## src/rtl/instr_prefetch_unit_pkg.sv

```systemverilog
// -----------------------------------------------------------------------------
// instr_prefetch_unit_pkg
//   Shared types and constants for the instruction prefetch unit.
//   - PKT_XLEN    : data/address width the fetch packet is built for
//   - INSTR_BYTES : size of one instruction word in bytes (PC stride)
//   - fetch_pkt_t : one buffered fetch, {instruction word, its PC}
// -----------------------------------------------------------------------------
package instr_prefetch_unit_pkg;

    localparam int PKT_XLEN    = 32;
    localparam int INSTR_BYTES = 4;

    typedef struct packed {
        logic [PKT_XLEN-1:0] instr;
        logic [PKT_XLEN-1:0] pc;
    } fetch_pkt_t;

endpackage : instr_prefetch_unit_pkg

```

## src/rtl/ipf_fifo.sv

```systemverilog
// -----------------------------------------------------------------------------
// ipf_fifo
//   Synchronous FIFO with flush. The head word is read straight out of the
//   register array, so data_o is valid for the whole cycle after a push lands
//   (no write-to-read bypass).
//   Ports:
//     clk, rst_n       clock, asynchronous active-low reset
//     flush_i          empties the FIFO; wins over a same-cycle push/pop
//     push_i, data_i   write one entry (ignored when full)
//     pop_i            drop the head entry (ignored when empty)
//     data_o           head entry
//     count_o          number of valid entries (0..DEPTH)
//     empty_o, full_o  occupancy flags
//   DEPTH must be a power of two (pointers wrap naturally) and >= 2.
// -----------------------------------------------------------------------------
module ipf_fifo #(
    parameter int WIDTH = 64,
    parameter int DEPTH = 4,
    localparam int AW   = $clog2(DEPTH),
    localparam int CW   = AW + 1
) (
    input  logic             clk,
    input  logic             rst_n,
    input  logic             flush_i,
    input  logic             push_i,
    input  logic [WIDTH-1:0] data_i,
    input  logic             pop_i,
    output logic [WIDTH-1:0] data_o,
    output logic [CW-1:0]    count_o,
    output logic             empty_o,
    output logic             full_o
);

    logic [WIDTH-1:0] mem_q [DEPTH];
    logic [AW-1:0]    wr_ptr_q;
    logic [AW-1:0]    rd_ptr_q;
    logic [CW-1:0]    count_q;
    logic             do_push;
    logic             do_pop;

    assign empty_o = (count_q == '0);
    assign full_o  = (count_q == CW'(DEPTH));
    assign count_o = count_q;
    assign data_o  = mem_q[rd_ptr_q];

    assign do_push = push_i && !full_o;
    assign do_pop  = pop_i && !empty_o;

    always_ff @(posedge clk or negedge rst_n) begin
        if (!rst_n) begin
            wr_ptr_q <= '0;
            rd_ptr_q <= '0;
            count_q  <= '0;
        end else if (flush_i) begin
            wr_ptr_q <= '0;
            rd_ptr_q <= '0;
            count_q  <= '0;
        end else begin
            if (do_push) wr_ptr_q <= wr_ptr_q + 1'b1;
            if (do_pop)  rd_ptr_q <= rd_ptr_q + 1'b1;
            count_q <= count_q + CW'(do_push) - CW'(do_pop);
        end
    end

    // NOTE: the storage array has no reset; an entry is only ever read after
    // it was written, and leaving it out keeps the array as plain flops/RAM.
    always_ff @(posedge clk) begin
        if (do_push && !flush_i) mem_q[wr_ptr_q] <= data_i;
    end

endmodule : ipf_fifo

```

## src/rtl/instr_prefetch_unit.sv

```systemverilog
// -----------------------------------------------------------------------------
// instr_prefetch_unit
//   Fetch front end: owns the PC, issues in-order word fetches to instruction
//   memory, buffers returned words and hands {instr, pc, npc} to decode.
//   A redirect from the memory stage flushes the buffer and discards every
//   fetch still in flight.
//   Ports:
//     clk, rst_n                         clock, asynchronous active-low reset
//     redirect_valid, redirect_pc        taken branch/jump target (bits[1:0] ignored)
//     imem_req_valid/ready/addr          fetch request handshake
//     imem_rsp_valid/data                in-order fetch responses
//     fd_valid/ready, fd_instr/pc/npc    decode handshake and payload
//   Build option PREFETCH_PERF_EN: adds perf_fetch_cnt (instructions popped by
//   decode) and perf_flush_cnt (redirects taken), both 32-bit wrapping.
//   XLEN must equal PKT_XLEN of the package (fetch_pkt_t is sized by it).
// -----------------------------------------------------------------------------
module instr_prefetch_unit
    import instr_prefetch_unit_pkg::*;
#(
    parameter int              XLEN     = PKT_XLEN,
    parameter int              DEPTH    = 4,
    parameter logic [XLEN-1:0] RESET_PC = '0
) (
    input  logic            clk,
    input  logic            rst_n,
    input  logic            redirect_valid,
    input  logic [XLEN-1:0] redirect_pc,
    output logic            imem_req_valid,
    input  logic            imem_req_ready,
    output logic [XLEN-1:0] imem_req_addr,
    input  logic            imem_rsp_valid,
    input  logic [XLEN-1:0] imem_rsp_data,
    output logic            fd_valid,
    input  logic            fd_ready,
    output logic [XLEN-1:0] fd_instr,
    output logic [XLEN-1:0] fd_pc,
    output logic [XLEN-1:0] fd_npc
`ifdef PREFETCH_PERF_EN
    ,
    output logic [31:0]     perf_fetch_cnt,
    output logic [31:0]     perf_flush_cnt
`endif
);

    localparam int CW = $clog2(DEPTH) + 1;  // in-flight / occupancy counters
    localparam int SW = CW + 1;             // sum of two such counters

    logic [XLEN-1:0] pc_q, pc_d;
    logic [CW-1:0]   outstanding_q, outstanding_d;  // all accepted, unanswered requests
    logic [CW-1:0]   drop_q, drop_d;                // oldest of those that are stale
    logic            req_en_q;                      // holds off fetching until after reset release

    logic [CW-1:0]   fifo_count;
    logic            fifo_empty;
    logic            fifo_full;
    fetch_pkt_t      head;
    fetch_pkt_t      push_pkt;

    logic            req_fire;
    logic            rsp_live;
    logic            pop_fire;
    logic [CW-1:0]   live_inflight;
    logic [XLEN-1:0] rsp_pc;
    logic [SW-1:0]   credit_used;
    logic            unused_redirect_lsbs;

    assign unused_redirect_lsbs = ^redirect_pc[1:0];

    // Credits cover both buffered words and every request still in flight
    // (stale ones included), so a live response always finds a free slot.
    assign credit_used    = SW'(fifo_count) + SW'(outstanding_q);
    assign imem_req_valid = req_en_q && !redirect_valid && (credit_used < SW'(DEPTH));
    assign imem_req_addr  = pc_q;
    assign req_fire       = imem_req_valid && imem_req_ready;

    // Responses are in order: the stale ones come first, and the response of a
    // live request is the oldest of the last (outstanding - drop) issued PCs.
    assign rsp_live      = imem_rsp_valid && (drop_q == '0) && !redirect_valid;
    assign live_inflight = outstanding_q - drop_q;
    assign rsp_pc        = pc_q - XLEN'({live_inflight, 2'b00});
    assign push_pkt      = '{instr: imem_rsp_data, pc: rsp_pc};

    assign fd_valid = !fifo_empty;
    assign pop_fire = fd_valid && fd_ready && !redirect_valid;
    assign fd_instr = fd_valid ? head.instr : '0;
    assign fd_pc    = fd_valid ? head.pc : '0;
    assign fd_npc   = fd_valid ? head.pc + XLEN'(INSTR_BYTES) : '0;

    ipf_fifo #(
        .WIDTH ($bits(fetch_pkt_t)),
        .DEPTH (DEPTH)
    ) u_fifo (
        .clk     (clk),
        .rst_n   (rst_n),
        .flush_i (redirect_valid),
        .push_i  (rsp_live),
        .data_i  (push_pkt),
        .pop_i   (pop_fire),
        .data_o  (head),
        .count_o (fifo_count),
        .empty_o (fifo_empty),
        .full_o  (fifo_full)
    );

    // NOTE: combinational next-state uses blocking '=' so later statements see
    // earlier results (drop_d reads outstanding_d); registers below use '<='.
    always_comb begin
        pc_d          = pc_q;
        outstanding_d = outstanding_q;
        drop_d        = drop_q;
        if (redirect_valid) begin
            // No request is accepted this cycle; whatever is left in flight
            // after this cycle's response belongs to the old path.
            pc_d          = {redirect_pc[XLEN-1:2], 2'b00};
            outstanding_d = outstanding_q - CW'(imem_rsp_valid);
            drop_d        = outstanding_d;
        end else begin
            if (req_fire) pc_d = pc_q + XLEN'(INSTR_BYTES);
            outstanding_d = outstanding_q + CW'(req_fire) - CW'(imem_rsp_valid);
            if (imem_rsp_valid && (drop_q != '0)) drop_d = drop_q - 1'b1;
        end
    end

    always_ff @(posedge clk or negedge rst_n) begin
        if (!rst_n) begin
            pc_q          <= RESET_PC;
            outstanding_q <= '0;
            drop_q        <= '0;
            req_en_q      <= 1'b0;
        end else begin
            pc_q          <= pc_d;
            outstanding_q <= outstanding_d;
            drop_q        <= drop_d;
            req_en_q      <= 1'b1;
        end
    end

`ifdef PREFETCH_PERF_EN
    logic [31:0] perf_fetch_cnt_q;
    logic [31:0] perf_flush_cnt_q;

    always_ff @(posedge clk or negedge rst_n) begin
        if (!rst_n) begin
            perf_fetch_cnt_q <= '0;
            perf_flush_cnt_q <= '0;
        end else begin
            if (pop_fire)       perf_fetch_cnt_q <= perf_fetch_cnt_q + 32'd1;
            if (redirect_valid) perf_flush_cnt_q <= perf_flush_cnt_q + 32'd1;
        end
    end

    assign perf_fetch_cnt = perf_fetch_cnt_q;
    assign perf_flush_cnt = perf_flush_cnt_q;
`else
    // Performance counters not built.
`endif

    a_rsp_has_request: assert property (@(posedge clk) disable iff (!rst_n)
        !(imem_rsp_valid && (outstanding_q == '0)));

    a_no_push_when_full: assert property (@(posedge clk) disable iff (!rst_n)
        !(rsp_live && fifo_full));

endmodule : instr_prefetch_unit
```

## config.mk

```make
export PLATFORM = sky130hd
export DESIGN_NAME = instr_prefetch_unit
export DESIGN_NICKNAME = d
export VERILOG_FILES = /design/src/rtl/instr_prefetch_unit_pkg.sv /design/src/rtl/ipf_fifo.sv /design/src/rtl/instr_prefetch_unit.sv
export SDC_FILE = /design/constraint.sdc
export NUM_CORES = 1
export LEC_CHECK = 0
export CAP_MARGIN = 10
export CORE_AREA = 4 4 197 199
export CTS_BUF_LIST = sky130_fd_sc_hd__clkbuf_2
export CTS_CLUSTER_SIZE = 10
export DETAILED_ROUTE_END_ITERATION = 10
export DIE_AREA = 0 0 201 203
export GPL_TIMING_DRIVEN = 0
export SLEW_MARGIN = 20
export SYNTH_ARGS = -nofsm -noshare
export SYNTH_HDL_FRONTEND = slang
export SYNTH_HIERARCHICAL = 1
export SYNTH_SLANG_ARGS = --single-unit
```

## constraint.sdc

```tcl
create_clock -name clk -period 4.3 [get_ports clk]
set_input_delay 0.86 -clock clk [delete_from_list [all_inputs] [get_ports clk]]
set_output_delay 0.86 -clock clk [all_outputs]
set_load 0.01 [all_outputs]
```

==> run metrics <==
result of the run finished, final reports clean; post-synthesis instance area between 0.01 and 0.015 sq mm; DIE AREA 0.0408 sq mm; top cells by area, synth edfxtp_1 55%, mux4_2 10%, dfrtp_1 7.9%; cell row count 71; cell leakage power 6.23 nW; number of synthesized flops with an enable pin 256; leading cell types in the layout, fill and taps excluded 256 x edfxtp_1, 169 x clkdlybuf4s50_1, 127 x clkbuf_2; required time of the critical path 3.44 ns; setup repair after global routing missed its margin yes; Routed WL roughly 35 mm; number of max-slew violations in the final report 0; maximum net fanout on the critical path 10; Critical Setup Path Class register to output port; Hold Worst Slack approximately 0.35 ns; Iteration-0 DRC Markers 376; Clock Pin Slew Worst Setup and Hold Paths ~0.12 ns; Post-synth top flop edfxtp_1; total track usage between 15 and 20%; clk buf depth 3; final routed DRC violation total 0; worst setup slack before clock tree synthesis -0.233 ns; Worst setup SP type register; vias after detailed routing ~9,000; maximum number of pins on one net before global-route repair 40; worst skew pair latency 0.88 ns; Max-cap violations 0; via count of the first global-routing pass 9,466; mean instance size in the synthesized netlist 14.8 sq um; Core Region approximately 0.037 sq mm; number of H-tree levels 3; worst-margin pin slew ~0.68 ns; filler instances ~3,300; total congestion overflow after global routing 0; fraction of the yosys area taken by sequential cells 63.2%; clock sinks 300; maximum achievable frequency about 240 MHz; time the final worst path needs with I/O delays and setup roughly 4.2 ns; Routed Antenna Nets 0; leading cell type in the layout, fill and taps excluded edfxtp_1; Max rail drop VDD 0.231 mV; number of setup violations in the final report 0; share of flip-flops with an asynchronous set or reset approximately 15%; area used by multi-input combinational logic 0.00480 sq mm; TritonCTS clock tree built; fraction of layout instances using a drive strength above 1 24.8%; hold violation count in the final report 0; effective utilization at floorplan between 30% and 40%; Die Wd 201 um; CP arrival between 3 and 4 ns; fin cells about 1,800; clock tree skew after final layout 0.0765 ns; worst setup margin 0.0539 ns; Top Ports 200; initial antenna violation count 1; Yosys top cell by area edfxtp_1; Sequential Area 0.00879 sq mm; average wire per standard cell 19.7 um; fraction of the cycle the final worst path needs 98.7%; buffers added on ports 194; class of the most critical hold timing path input port to register; yosys warns 6; placed insts 1,621; Worst Setup End Kind output port; count of TritonRoute iterations in the first routing pass 5; slew margin rel. 54.9%; final weighted congestion in routability-driven placement between 0.9 and 1; number of buffers added by the clock tree synthesis step 78; number of distinct standard cells referenced by the synthesized netlist 61; HPWL after DPL 24.7 mm; global-route wire length before repair 54.1 mm; Layout Area Growth over Synthesis 27.0%; buffer type at the clock tree root clkbuf_2; dpl cell area ~0.017 sq mm; post-synthesis sequential element count 300; routed via count divided by cell count 5.05; post-layout net count 1,348; Gate Count Post-Synth between 900 and 1,000; final instance area 0.0177 sq mm; area fraction of the dominant cell type after synthesis between 50 and 60%; Vert. Die Dim 203 um; power per cell area 387 mW/mm^2
## metrics by stage
| step | total power, mW | setup TNS, ns | utilization, % |
|---|---|---|---|
| 3_5_place_dp | 4.97 | -0.778 | 44.6 |
| 6_report | 6.84 | 0 | 47.4 |
| 5_1_grt | 7.27 | -0.947 | 47.4 |
| 2_1_floorplan | 4.34 | 0 | - |
| 3_3_place_gp | 4.93 | -392.86 | 44.3 |
| 4_1_cts | 6.95 | -0.309 | 47.3 |
## routing by layer
layer / vias up / share of wire, % / wire length, um / track usage, %
met3: 70 / 6.2 / 2180 / 4.30
met5: - / 0 / 0 / 0
met4: 0 / 2.8 / 997 / 6.32
met2: 295 / 47 / 16400 / 27.2
li1: 4208 / - / - / -
met1: 4422 / 44 / 15400 / 23.0
## area by class of cell
cell class / instances / area share, %
Clock inverter: 16 / 0.673
Buffer: 57 / 2.42
Sequential cell: 300 / 49.8
Timing Repair Buffer: 227 / 12.5
Tap cell: 474 / 3.36
Inverter: 34 / 0.723
Antenna cell: 3 / 0.0425
Clock buffer: 115 / 3.26
Multi-Input combinational cell: 556 / 27.2
## final timing paths
kind                                    start                  end  slack [ns]  cells past startpoint
setup / recovery           u_fifo/rd_ptr_q[0]           fd_npc[31]        0.05                      9
hold / removal                 redirect_valid     outstanding_q[0]        0.35                      3
setup reg to reg             outstanding_q[0]  u_fifo/mem_q[3][26]        0.71                     12
hold reg to reg              outstanding_q[2]     outstanding_q[2]        0.58                      1
max in group asynchronous               rst_n   u_fifo/rd_ptr_q[0]        3.28                      3
min in group asynchronous               rst_n     imem_req_addr[7]        0.46                      2
## cells by family (layout without fill, tap and decap cells)
kind of cell	after synthesis	in the layout	synth area share [%]
AOI/OAI and AO/OA	72	72	3.40
and+or+nand+nor	314	314	12.7
muxes	67	67	10.6
other	2	14	0.0540
buffers and inverters	91	449	3.36
DFF	300	300	63.2
adders and majority gates	24	24	2.38
xor gates and xnor gates	68	68	4.28
## cell usage after synthesis, drive strengths merged (7+ instances only)
master	number
inv	33
edfxtp	256
dfrtp	44
nor4	14
nand2	53
mux4	64
o211ai	7
and3	10
buf	32
xor2	50
nor3	15
ha	20
a21oi	7
xnor2	18
nor2	59
o21ai	30
nand3	42
nor2b	67
nand4	22
clkbuf	25
## flip-flops by register name (all words and copies together) (netlist names)
register and flops:
u_fifo/rd_ptr_q 2, req_en_q 1, u_fifo/mem_q 256, u_fifo/count_o 3
imem_req_addr 30, u_fifo/wr_ptr_q 2, outstanding_q 3, drop_q 3
## timing repair
| action | CTS | global route |
|---|---|---|
| endpoints found under the setup margin | 74 | 41 |
| endpoints found under the hold margin | 16 | 0 |
| setup buffers | 22 | 4 |
| cloned | 0 | 0 |
| hold buffers | 1 | 0 |
| pin swaps | 4 | 1 |
| resized for setup | 90 | 20 |
## critical path, stage by stage, from the launching register on
cell and delay [ns]:
dfrtp_2 0.48, buf_12 0.18, mux4_2 0.38, and4_4 0.25, and4_1 0.20, buf_6 0.13
nand3_2 0.09, or4_4 0.51, nand2_4 0.09, clkdlybuf4s15_2 0.22
## power by group
part	switching [mW]	leakage, nW	internal [mW]
Combinational	0.810	2.84	0.595
Clock	1.11	0.545	0.824
Sequential	0.0936	2.85	3.41
Total	2.01	6.23	4.83
Note: power is estimated with default switching activity, not from simulation.
